File: src/rtl/uart_tx_scheduler.sv
// Round-robin scheduler sharing one byte transmitter between NumReq requesters,
// holding each grantee until its last byte, with an optional idle gap between packets.
module uart_tx_scheduler #(
  parameter int unsigned NumReq    = 4,
  parameter int unsigned DataBits  = 8,
  parameter int unsigned GapCycles = 0
) (
  input  logic                         clk,
  input  logic                         rst_n,
  input  logic [NumReq-1:0]            req_valid,
  input  logic [NumReq*DataBits-1:0]   req_data,
  input  logic [NumReq-1:0]            req_last,
  output logic [NumReq-1:0]            req_ready,
  output logic [DataBits-1:0]          tx_data,
  output logic                         tx_valid,
  input  logic                         tx_ready,
  output logic [$clog2(NumReq)-1:0]    grant_idx,
  output logic                         pkt_active
);

  localparam int unsigned IdxW = $clog2(NumReq);
  localparam logic [15:0] GapLoad = 16'((GapCycles > 0) ? GapCycles - 1 : 0);
  localparam logic [IdxW-1:0] LastIdx = IdxW'(NumReq - 1);

  typedef enum logic [2:0] {
    IDLE,
    ISSUE,
    WAIT,
    LOCK,
    GAP
  } state_e;

  state_e                state_q;
  logic [DataBits-1:0]   tx_data_q;
  logic                  tx_valid_q;
  logic [IdxW-1:0]       grant_q;
  logic [IdxW-1:0]       last_grant_q;
  logic                  pkt_active_q;
  logic                  guard_q;
  logic [15:0]           gap_cnt_q;

  logic [IdxW-1:0]       win_d;
  logic                  win_found_d;
  logic [NumReq-1:0]     ready_d;
  logic                  accept_d;
  logic [IdxW-1:0]       acc_idx_d;
  logic [DataBits-1:0]   acc_data_d;
  logic                  acc_last_d;

  // Round-robin search starting just after the previous grantee, with wrap.
  always_comb begin
    int unsigned cand;
    win_d       = '0;
    win_found_d = 1'b0;
    cand        = 0;
    for (int unsigned k = 1; k <= NumReq; k++) begin
      cand = int'(last_grant_q) + k;
      if (cand >= NumReq) cand = cand - NumReq;
      if (!win_found_d && req_valid[cand]) begin
        win_d       = IdxW'(cand);
        win_found_d = 1'b1;
      end
    end
  end

  always_comb begin
    ready_d = '0;
    if (rst_n) begin
      case (state_q)
        IDLE:    if (tx_ready && win_found_d) ready_d[win_d] = 1'b1;
        LOCK:    if (tx_ready && req_valid[grant_q]) ready_d[grant_q] = 1'b1;
        default: ready_d = '0;
      endcase
    end
  end

  always_comb begin
    accept_d   = |ready_d;
    acc_idx_d  = (state_q == LOCK) ? grant_q : win_d;
    acc_data_d = req_data[acc_idx_d*DataBits +: DataBits];
    acc_last_d = req_last[acc_idx_d];
  end

  always_ff @(posedge clk or negedge rst_n) begin
    if (!rst_n) begin
      state_q      <= IDLE;
      tx_data_q    <= '0;
      tx_valid_q   <= 1'b0;
      grant_q      <= '0;
      last_grant_q <= LastIdx;
      pkt_active_q <= 1'b0;
      guard_q      <= 1'b0;
      gap_cnt_q    <= '0;
    end else begin
      tx_valid_q <= 1'b0;
      case (state_q)
        IDLE, LOCK: begin
          if (accept_d) begin
            tx_data_q    <= acc_data_d;
            tx_valid_q   <= 1'b1;
            grant_q      <= acc_idx_d;
            pkt_active_q <= ~acc_last_d;
            if (state_q == IDLE) last_grant_q <= acc_idx_d;
            state_q      <= ISSUE;
          end
        end
        ISSUE: begin
          guard_q <= 1'b1;
          state_q <= WAIT;
        end
        WAIT: begin
          // First WAIT cycle masks the transmitter's ready fall after the load.
          if (guard_q) begin
            guard_q <= 1'b0;
          end else if (tx_ready) begin
            if (pkt_active_q) begin
              state_q <= LOCK;
            end else if (GapCycles > 0) begin
              gap_cnt_q <= GapLoad;
              state_q   <= GAP;
            end else begin
              state_q <= IDLE;
            end
          end
        end
        GAP: begin
          if (gap_cnt_q == '0) state_q <= IDLE;
          else                 gap_cnt_q <= gap_cnt_q - 16'd1;
        end
        default: state_q <= IDLE;
      endcase
    end
  end

  assign req_ready  = ready_d;
  assign tx_data    = tx_data_q;
  assign tx_valid   = tx_valid_q;
  assign grant_idx  = grant_q;
  assign pkt_active = pkt_active_q;

endmodule

File: config.mk
export PLATFORM = sky130hd
export DESIGN_NAME = uart_tx_scheduler
export DESIGN_NICKNAME = d
export VERILOG_FILES = /design/src/rtl/uart_tx_scheduler.sv
export SDC_FILE = /design/constraint.sdc
export NUM_CORES = 1
export LEC_CHECK = 0
export BUFFER_PORTS_ARGS = -buffer_cell sky130_fd_sc_hd__buf_2
export CAP_MARGIN = 20
export CORE_MARGIN = 2
export CORE_UTILIZATION = 50
export DETAILED_ROUTE_END_ITERATION = 16
export GPL_TIMING_DRIVEN = 1
export PLACE_DENSITY = 0.85
export SLEW_MARGIN = 15
export SYNTH_ARGS = -nofsm -noshare
export SYNTH_HDL_FRONTEND = slang
export SYNTH_SLANG_ARGS = --single-unit
File: constraint.sdc
create_clock -name clk -period 5.3 [get_ports clk]
set_clock_uncertainty 0.05 [all_clocks]
set_input_delay 1.06 -clock clk [delete_from_list [all_inputs] [get_ports clk]]
set_output_delay 1.06 -clock clk [all_outputs]
set_load 0.005 [all_outputs]
==> summary.txt <==
Status
  – Status: finished, final reports clean

Pwr
  – PwrDens: ~490 mW/mm²
  – Net Sw Power: 320 µW
  – Power Internal: 448 µW
  – Share of power burned in the clock network: 0.088
  – Leak pwr: a little over 0.8 nW
  – Switching portion of total power: 0.416
  – Combinational share of power: 0.607
  – Max IR drop VDD: between 0.3 and 0.4 mV
  – Seq pwr share: 0.305

Setup path
  – CP Max Fanout: 5
  – Slowest stage delay, CP: 0.37 ns
  – CP endpoint kind: output port
  – Crit-path cells: buf_2 > nor2b_2 > a21o_1 > a221o_1 > o32a_1 > nor2_1 > buf_2
  – Arr. time, crit path: 2.45 ns
  – Crit path top cell by count: buf_2
  – WS Path Type: input port to output port
  – WP data required: 4.19 ns
  – Slowest stage cell, crit path: a221o_1
  – Critical path launch point type: input port

Clock tree
  – Total of cells resized after clock tree synthesis: 0
  – Max Buffers Root-to-Sink: 2
  – CTS Hold Buffers Added: 0
  – Max H-tree Level: 1
  – Root Driver: clkbuf_4
  – Cts bufs inserted: 3
  – Post-CTS Setup Bufs: 0
  – CTS clk-pin slew, worst paths: 0.09 ns
  – CTS Sinks: 17
  – Clock Latency Late Sink: 0.28 ns
  – CTS tree: yes

Place
  – Detail Placement HPWL: roughly 2300 µm
  – PortBufs: just under 60
  – Pre-CTS WS: approximately 1.8 ns
  – Placer Congestion: ~0.72
  – Placement Cell Area: 0.00153 mm²

Timing
  – Hold WS: around 0.43 ns
  – Max_slew headroom: 0.528
  – Fmax: around 280 MHz
  – Worst-margin pin slew: slightly above 0.7 ns
  – Fin crit share: 0.671
  – Final min period: roughly 3.6 ns
  – Post-route setup TNS: 0 ns
  – Hold Vio Cnt, Final: 0
  – Unrepaired setup endpoints after global routing: false
  – Final Worst Setup Slack: between 1.5 and 2 ns
  – Max-slew violations: 0
  – Final Setup Violations: 0

GRT
  – GRT Total Usage: 0.216
  – GR Util met2: 0.392
  – Initial antenna violation count: 0
  – GR Util met3: 0.0417
  – Layer with the highest usage: met2
  – Global-route wire length before repair: around 4500 µm
  – Overflow left after global routing: 0
  – Largest net degree at the start of global routing: 24
  – Met1 usage: 0.246
  – Vias in the first global route: between 1,000 and 1,500

Layout
  – Sequential cell area: around 430 µm²
  – Layout area overhead: 26.5%
  – Final instance area: about 0.0016 mm²
  – Share of cells above drive strength 1: 0.465
  – NumNets Final: 233
  – Post-layout util: 0.653
  – ANT cells: 0
  – Fill count: 200
  – Area occupied by multi-input gates: between 700 and 800 µm²

Yosys
  – Cell variety after synth: 37
  – Syn. warnings: 0
  – Mapped Nets: 174
  – Synth Register Bits: 17
  – Sequential share of the synthesized area: 0.344
  – Avg Inst Size Synth: 9.79 µm²
  – Post-Syn Area: between 0.001 and 0.0015 mm²
  – Synth Instances: about 130

Run
  – # Max-Cap Violations: 0

Drt
  – Final ANT Viol Nets: 0
  – Routed wire length: roughly 3000 µm
  – Total number of vias: 1,157
  – Remaining design rule violation count: 0
  – WL per Instance: between 10 and 15 µm
  – Vias per cell: 5.38
  – Drt initial violations: 16
  – Pre-antenna DRT Iters: 4

Floorplan
  – Core footprint: roughly 0.0024 mm²
  – IO Pins: just under 60
  – Die span in y: between 50 and 60 µm
  – # rows: 18
  – Die Area: slightly below 0.003 mm²
  – Chip width: 53.9 µm
  – Starting Density: 0.516

Hold path
  – Worst min-delay path class: flop to flop
## critical path, delay by kind of cell
family,cells,cell delay (ns)
buf+inv,2,0.24
simple gates,2,0.24
compound gates,3,0.89
## path summary, 6_finish.rpt
| kind | slack, ns | start | cells past startpoint | to |
|---|---|---|---|---|
| worst max-delay path | 1.74 | req_valid[3] | 7 | req_ready[2] |
| worst min-delay path | 0.43 | tx_data[4] | 2 | tx_data[4] |
| worst max register to register | 2.81 | last_grant_q[0] | 6 | tx_data[6] |
| worst min register to register | 0.43 | tx_data[4] | 2 | tx_data[4] |
| max in group asynchronous | 4.26 | rst_n | 1 | last_grant_q[0] |
| min in group asynchronous | 0.63 | rst_n | 1 | state_q[1] |
## cell usage after synthesis
master / instances / area, µm²
a21o_1: 1 / 7.51
a21oi_1: 4 / 20.0
a221o_1: 1 / 10.0
a2bb2oi_1: 1 / 8.76
a31o_4: 1 / 17.5
a31oi_2: 1 / 12.5
a32oi_1: 1 / 8.76
buf_4: 1 / 7.51
buf_6: 1 / 11.3
buf_8: 1 / 15.0
clkbuf_1: 2 / 7.51
dfrtp_1: 15 / 375
dfstp_2: 2 / 52.6
ha_1: 4 / 50.1
inv_1: 6 / 22.5
inv_2: 2 / 7.51
mux2_2: 9 / 101
mux2_4: 1 / 15.0
mux2i_1: 20 / 200
nand2_1: 13 / 48.8
nand2_2: 1 / 6.26
nand2b_1: 3 / 18.8
nand3_1: 1 / 5.00
nand3b_1: 1 / 7.51
nand4_1: 1 / 6.26
nor2_1: 7 / 26.3
nor2b_2: 1 / 8.76
nor3b_1: 1 / 7.51
o21ai_0: 12 / 60.1
o21ai_1: 3 / 15.0
o21ai_2: 1 / 8.76
o221ai_2: 1 / 15.0
o31ai_1: 1 / 7.51
o32a_1: 2 / 20.0
or2_2: 2 / 12.5
or4_1: 1 / 7.51
or4_4: 1 / 11.3
## registers in the layout, indices dropped and copies added, names as in the netlist
name / flops
grant_idx: 2
tx_data: 8
state_q: 2
pkt_active: 1
guard_q: 1
tx_valid: 1
last_grant_q: 2
## cells by family after synthesis
group	synth area share
AO/OA/AOI/OAI	0.170
adder cells (fa/ha/maj)	0.0402
buffers and inverters	0.0573
flip-flops	0.344
multiplexers	0.255
AND/OR/NAND/NOR	0.134
## metal layers
metal	share of wire	wire (µm)
met1	0.42	1240
met2	0.50	1480
met3	0.075	223
met4	0.0064	19
met5	0	0
## layout make-up
class,count,share of cell area
multi-input combinational,97,0.473
sequential,17,0.272
timing repair buffer,59,0.194
tap,30,0.0239
inverter,8,0.0191
clock buffer,3,0.0143
clock inverter,1,0.00318
## power by group through the flow
stage	logic [mW]	registers [mW]	clock network, mW
finish	0.466	0.234	0.0676
CTS	0.455	0.234	0.0688
global route	0.517	0.242	0.0753
global placement	0.433	0.232	0
floorplan	0.363	0.231	0
detailed placement	0.453	0.236	0
## per-stage QoR
stage          power, mW  std cells
3_5_place_dp       0.689        210
3_3_place_gp       0.665        210
2_1_floorplan      0.594        127
5_1_grt            0.834        215
4_1_cts            0.757        214
6_report           0.768        215
## cell usage in the layout, fill, tap and decap left out, drive strengths merged, types with 2 or more instances in the layout
cell / count
mux2: 10
a21oi: 4
nor2: 7
o21ai: 16
dfrtp: 15
inv: 8
clkbuf: 3
mux2i: 20
ha: 4
buf: 59
o32a: 2
nand2: 14
dfstp: 2
or2: 2
nand2b: 3
or4: 2
No activity file was read; power rests on OpenSTA's default activity.
